[config.mk]
export PLATFORM = sky130hd
export DESIGN_NAME = uart_rx_fifo_flat
export DESIGN_NICKNAME = d
export VERILOG_FILES = /design/src/rtl/uart_rx_fifo_if.sv /design/src/rtl/uart_rx_fifo.sv /design/src/flat_wrapper.sv
export SDC_FILE = /design/constraint.sdc
export NUM_CORES = 1
export LEC_CHECK = 0
export CAP_MARGIN = 20
export CORE_AREA = 2 2 91 93
export DETAILED_ROUTE_END_ITERATION = 6
export DIE_AREA = 0 0 93 95
export HOLD_SLACK_MARGIN = 0.03
export SKIP_CTS_REPAIR_TIMING = 1
export SLEW_MARGIN = 20
export SYNTH_ARGS = -nofsm -noshare
export SYNTH_HDL_FRONTEND = slang
export SYNTH_SLANG_ARGS = --single-unit
[constraint.sdc]
create_clock -name clk -period 7.6 [get_ports clk]
set_clock_uncertainty 0.2 [all_clocks]
set_input_delay 0.76 -clock clk [delete_from_list [all_inputs] [get_ports clk]]
set_output_delay 0.76 -clock clk [all_outputs]
set_load 0.02 [all_outputs]
[src/rtl/uart_rx_fifo_if.sv]
// uart_rx_fifo_if: received-byte stream (valid/ready) plus sticky error status and clear
interface uart_rx_fifo_if;
  logic [7:0] rdata;
  logic       rvalid;
  logic       rready;
  logic       ferr;
  logic       overrun;
  logic       clr_err;
  modport master (output rdata, rvalid, ferr, overrun, input rready, clr_err);
  modport slave (input rdata, rvalid, ferr, overrun, output rready, clr_err);
endinterface

[src/rtl/uart_rx_fifo.sv]
// uart_rx_fifo: 8N1 UART receiver with input synchronizer, start-glitch rejection and byte FIFO
module uart_rx_fifo #(
  parameter int CLK_PER_HALF_BIT = 86,
  parameter int FIFO_DEPTH = 4
) (
  input  logic           clk,
  input  logic           rstn,
  input  logic           rxd,
  uart_rx_fifo_if.master bus
);
  localparam int CW = $clog2(2 * CLK_PER_HALF_BIT);
  localparam int AW = $clog2(FIFO_DEPTH);
  localparam int NW = AW + 1;
  localparam logic [CW-1:0] HALF_END = CW'(CLK_PER_HALF_BIT - 1);
  localparam logic [CW-1:0] BIT_END = CW'(2 * CLK_PER_HALF_BIT - 1);
  localparam logic [NW-1:0] DEPTH = NW'(FIFO_DEPTH);
  typedef enum logic [2:0] {IDLE, START, DATA, STOP, BRK} state_t;
  logic [1:0]    sync_q;
  state_t        state_q, state_d;
  logic [CW-1:0] cnt_q, cnt_d;
  logic [2:0]    idx_q, idx_d;
  logic [7:0]    shift_q, shift_d;
  logic [7:0]    mem_q [FIFO_DEPTH];
  logic [7:0]    mem_d [FIFO_DEPTH];
  logic [AW-1:0] wp_q, wp_d, rp_q, rp_d;
  logic [NW-1:0] count_q, count_d;
  logic [7:0]    rdata_q, rdata_d;
  logic          ferr_q, ferr_d, ovr_q, ovr_d;
  logic          rxd_s, push, frame_err, pop, full, wr;
  assign rxd_s = sync_q[1];
  always_comb begin
    state_d   = state_q;
    cnt_d     = cnt_q + CW'(1);
    idx_d     = idx_q;
    shift_d   = shift_q;
    push      = 1'b0;
    frame_err = 1'b0;
    case (state_q)
      IDLE: begin
        cnt_d   = '0;
        state_d = rxd_s ? IDLE : START;
      end
      START: if (cnt_q == HALF_END) begin
        cnt_d   = '0;
        idx_d   = '0;
        state_d = rxd_s ? IDLE : DATA;
      end
      DATA: if (cnt_q == BIT_END) begin
        cnt_d   = '0;
        shift_d = {rxd_s, shift_q[7:1]};
        idx_d   = idx_q + 3'd1;
        state_d = (idx_q == 3'd7) ? STOP : DATA;
      end
      STOP: if (cnt_q == BIT_END) begin
        cnt_d     = '0;
        push      = rxd_s;
        frame_err = !rxd_s;
        state_d   = rxd_s ? IDLE : BRK;
      end
      BRK: begin
        cnt_d   = '0;
        state_d = rxd_s ? IDLE : BRK;
      end
      default: state_d = IDLE;
    endcase
  end
  always_comb begin
    pop    = (count_q != '0) && bus.rready;
    full   = count_q == DEPTH;
    wr     = push && (!full || pop);
    mem_d  = mem_q;
    if (wr) mem_d[wp_q] = shift_q;
    wp_d    = wp_q + AW'(wr);
    rp_d    = rp_q + AW'(pop);
    count_d = count_q + NW'(wr) - NW'(pop);
    rdata_d = mem_d[rp_d];
    ferr_d  = frame_err || (ferr_q && !bus.clr_err);
    ovr_d   = (push && full && !pop) || (ovr_q && !bus.clr_err);
  end
  always_ff @(posedge clk or negedge rstn)
    if (!rstn) begin
      sync_q  <= 2'b11;
      state_q <= IDLE;
      cnt_q   <= '0;
      idx_q   <= '0;
      shift_q <= '0;
      mem_q   <= '{default: '0};
      wp_q    <= '0;
      rp_q    <= '0;
      count_q <= '0;
      rdata_q <= '0;
      ferr_q  <= 1'b0;
      ovr_q   <= 1'b0;
    end else begin
      sync_q  <= {sync_q[0], rxd};
      state_q <= state_d;
      cnt_q   <= cnt_d;
      idx_q   <= idx_d;
      shift_q <= shift_d;
      mem_q   <= mem_d;
      wp_q    <= wp_d;
      rp_q    <= rp_d;
      count_q <= count_d;
      rdata_q <= rdata_d;
      ferr_q  <= ferr_d;
      ovr_q   <= ovr_d;
    end
  assign bus.rdata   = rdata_q;
  assign bus.rvalid  = count_q != '0;
  assign bus.ferr    = ferr_q;
  assign bus.overrun = ovr_q;
endmodule
[src/flat_wrapper.sv]
// flat-port wrapper written by rule: the top's interface ports become plain ports
module uart_rx_fifo_flat 
#(
  parameter int CLK_PER_HALF_BIT = 86,
  parameter int FIFO_DEPTH = 4
)
  (clk, rstn, rxd, bus_rdata, bus_rvalid, bus_ferr, bus_overrun, bus_rready, bus_clr_err);
  uart_rx_fifo_if bus_i ();
  input  logic clk;
  input  logic rstn;
  input  logic rxd;
  output wire logic [$bits(bus_i.rdata)-1:0] bus_rdata;
  output wire logic [$bits(bus_i.rvalid)-1:0] bus_rvalid;
  output wire logic [$bits(bus_i.ferr)-1:0] bus_ferr;
  output wire logic [$bits(bus_i.overrun)-1:0] bus_overrun;
  input wire logic [$bits(bus_i.rready)-1:0] bus_rready;
  input wire logic [$bits(bus_i.clr_err)-1:0] bus_clr_err;
  assign bus_rdata = bus_i.rdata;
  assign bus_rvalid = bus_i.rvalid;
  assign bus_ferr = bus_i.ferr;
  assign bus_overrun = bus_i.overrun;
  assign bus_i.rready = bus_rready;
  assign bus_i.clr_err = bus_clr_err;
  uart_rx_fifo #(.CLK_PER_HALF_BIT(CLK_PER_HALF_BIT), .FIFO_DEPTH(FIFO_DEPTH)) u_core (.clk(clk), .rstn(rstn), .rxd(rxd), .bus(bus_i));
endmodule
==> metrics.txt <==
top post-synthesis cells by count=dfrtp_1 (71), mux2_2 (28), nor2_1 (21); RePlAce Congestion=0.754; flip-flop and latch count after synthesis=73; CTS tree=built; final hold vios=0; Synth Cell Area=3430 sq um; Layout fillers=709; largest net degree at the start of global routing=74; vias=2116; DIE HEIGHT=95 microns; crit path time final=3.06 ns; setup violators final=0; Worst R2R Setup Slack=4.62 ns; Hold Path Sink=u_core.sync_q[1]; WL/cell=16.6 microns; Worst path max stage delay=0.53 ns; Detailed Route Iter0 Violations=94; worst r2r path cells=8; GRT Overall Usage=16.3%; crit-path max FO=4; Clock Latency Late Sink=0.35 ns; Tightest Pin Transition=0.918 ns; Yosys top cell by area=dfrtp_1; Routed Antenna Nets=0; Hold WC Path Type=reg2reg; Max H-tree Level=3; synthesis-to-layout area growth=13.7%; DRC violations left=0; top cells by area, synth=dfrtp_1 (52%), mux2_2 (9.2%), mux2_4 (3.5%), o22ai_1 (3.1%), ha_1 (2.9%); Buffers on Ports=15; Worst path slowest cell=or4b_1; Main synth FF type=dfrtp_1; Hold Path Stages=0; count leader, synth=dfrtp_1; RSZ-0062 raised after global routing=false; Net Count, Synth=283; Pre-Repair DR Iteration Count=4; Die Footprint=8840 sq um; initial antenna violation count=0; VDD IR max=0.116 mV; Reg area=1830 sq um; reg2reg end=u_core.bus.rdata[7]; Slew headroom=38.8%; first-pass GRT wire length=10800 microns; FFs w/ async S/R, synth=100%; Avg Inst Size Synth=12.8 sq um; Num CTS Buffers=9; leakage=1.86 nW; register area share after synthesis=53.3%; synth unique cells=51; WP data required=7.64 ns; crit path DAT=3.10 ns; min-delay src=u_core.sync_q[0]; aggregate routed wire length=6560 microns; core area=7930 sq um; Placement Rows=33; critical path endpoint category=flop; clk buf depth=2; CP cell instances=clkdlybuf4s50_1 -> or4b_1 -> and4_1 -> nand2_2 -> inv_1 -> ha_1 -> fa_1 -> xor2_1 -> xnor2_1; clk sink count=73; Startpoint Class=primary input; grt ovf=0; DP HPWL=4080 microns; I/O pins=16; Max Slew Vio Count=0; clk slew on worst S/H paths=0.08 ns; crit path kind=in2reg; Fin Setup TNS=0 ns; CTS Root Cell=clkbuf_8; Via density=5.36; YS warnings=0; FMAX=326 MHz; status=finished clean; Util after Layout=49.2%; Nets=299; share of cells above drive strength 1=25.5%; Starting Density=43.3%; Power Density=300 nW/um^2; vias in the first global route=2071; Yosys top cell area share=51.8%; Post-Syn Instances=269; footprint of the multi-input gates=1510 sq um; chip width=93 microns; diode count=0; EDFF count, synth=0; RR Startpoint=u_core.count_q[2]; Tcrit/Tclk final=40.3%; Max Cap Viol=0
## how the worst max path moves through the flow
stage               startpoint  cells past startpoint           endpoint
floorplan           bus_rready                      8  u_core.count_q[2]
global placement    bus_rready                      9  u_core.count_q[2]
detailed placement  bus_rready                      9  u_core.count_q[2]
CTS                 bus_rready                      9  u_core.count_q[2]
global route        bus_rready                      9  u_core.count_q[2]
finish              bus_rready                      9  u_core.count_q[2]
## per-layer routing
metal	share of wire [%]	up-vias	GRT usage (%)
li1	-	1019	-
met1	51	1065	24.1
met2	44	23	23.2
met3	2.6	9	3.59
met4	1.7	0	6.62
met5	0	-	0
## state kept, by name, indices dropped and copies added, names as in the netlist
signal / flops
u_core.sync_q: 2
u_core.shift_q: 8
u_core.wp_q: 2
u_core.bus.overrun: 1
u_core.cnt_q: 8
u_core.bus.ferr: 1
u_core.bus.rdata: 8
u_core.count_q: 3
u_core.state_q: 3
u_core.mem_q: 32
u_core.idx_q: 3
u_core.rp_q: 2
## critical path, delay by kind of cell
| kind | cells | cell delay, ns |
|---|---|---|
| xor+xnor | 2 | 0.28 |
| buf+inv | 2 | 0.49 |
| fa+ha+maj | 2 | 0.57 |
| simple gates | 3 | 1.00 |
## report_power, final
part	switching (mW)	total, mW	internal [mW]
clock network	0.151	0.371	0.220
logic	0.210	0.360	0.150
registers	0.0148	0.438	0.423
total	0.377	1.17	0.793
## layout by cell type (no fill, tap or decap), drive strengths merged, types with 5 or more instances in the layout
| cell | netlist | routed |
|---|---|---|
| o31ai | 8 | 8 |
| xnor2 | 7 | 7 |
| ha | 8 | 8 |
| or2 | 8 | 8 |
| xor2 | 5 | 5 |
| clkdlybuf4s50 | 0 | 14 |
| o21ai | 7 | 7 |
| nor2 | 22 | 22 |
| o22ai | 17 | 17 |
| clkbuf | 4 | 10 |
| o221ai | 8 | 8 |
| nand3 | 6 | 6 |
| mux2 | 40 | 40 |
| inv | 12 | 12 |
| dfrtp | 71 | 71 |
| nand2 | 8 | 8 |
## per-stage QoR
step	std cells	cell area, sq um	power [mW]	hold WS [ns]	worst slack, ns
finish	395	3900	1.17	0.161	4.54
floorplan	269	3430	0.686	0.145	4.69
global placement	379	3660	0.804	0.148	4.21
global route	395	3900	1.23	0.166	4.43
CTS	395	3900	1.18	0.162	4.52
detailed placement	379	3660	0.805	0.150	4.17
## cells by family after synthesis
kind of cell | count (synthesis) | share of synthesized area, %
AND/OR/NAND/NOR | 63 | 11.6
multiplexers | 40 | 14.0
adder cells (fa/ha/maj) | 9 | 3.50
buffers and inverters | 22 | 2.84
AO/OA/AOI/OAI | 50 | 11.4
flip-flops | 73 | 53.3
XOR/XNOR | 12 | 3.28
## area by class of cell
cell class	count	share of cell area, %
tap	105	3.37
inverter	12	1.15
clock inverter	6	2.98
timing repair buffer	15	3.78
sequential	73	46.9
multi-input combinational	174	38.6
clock buffer	10	3.27
No activity file was read; power rests on OpenSTA's default activity.
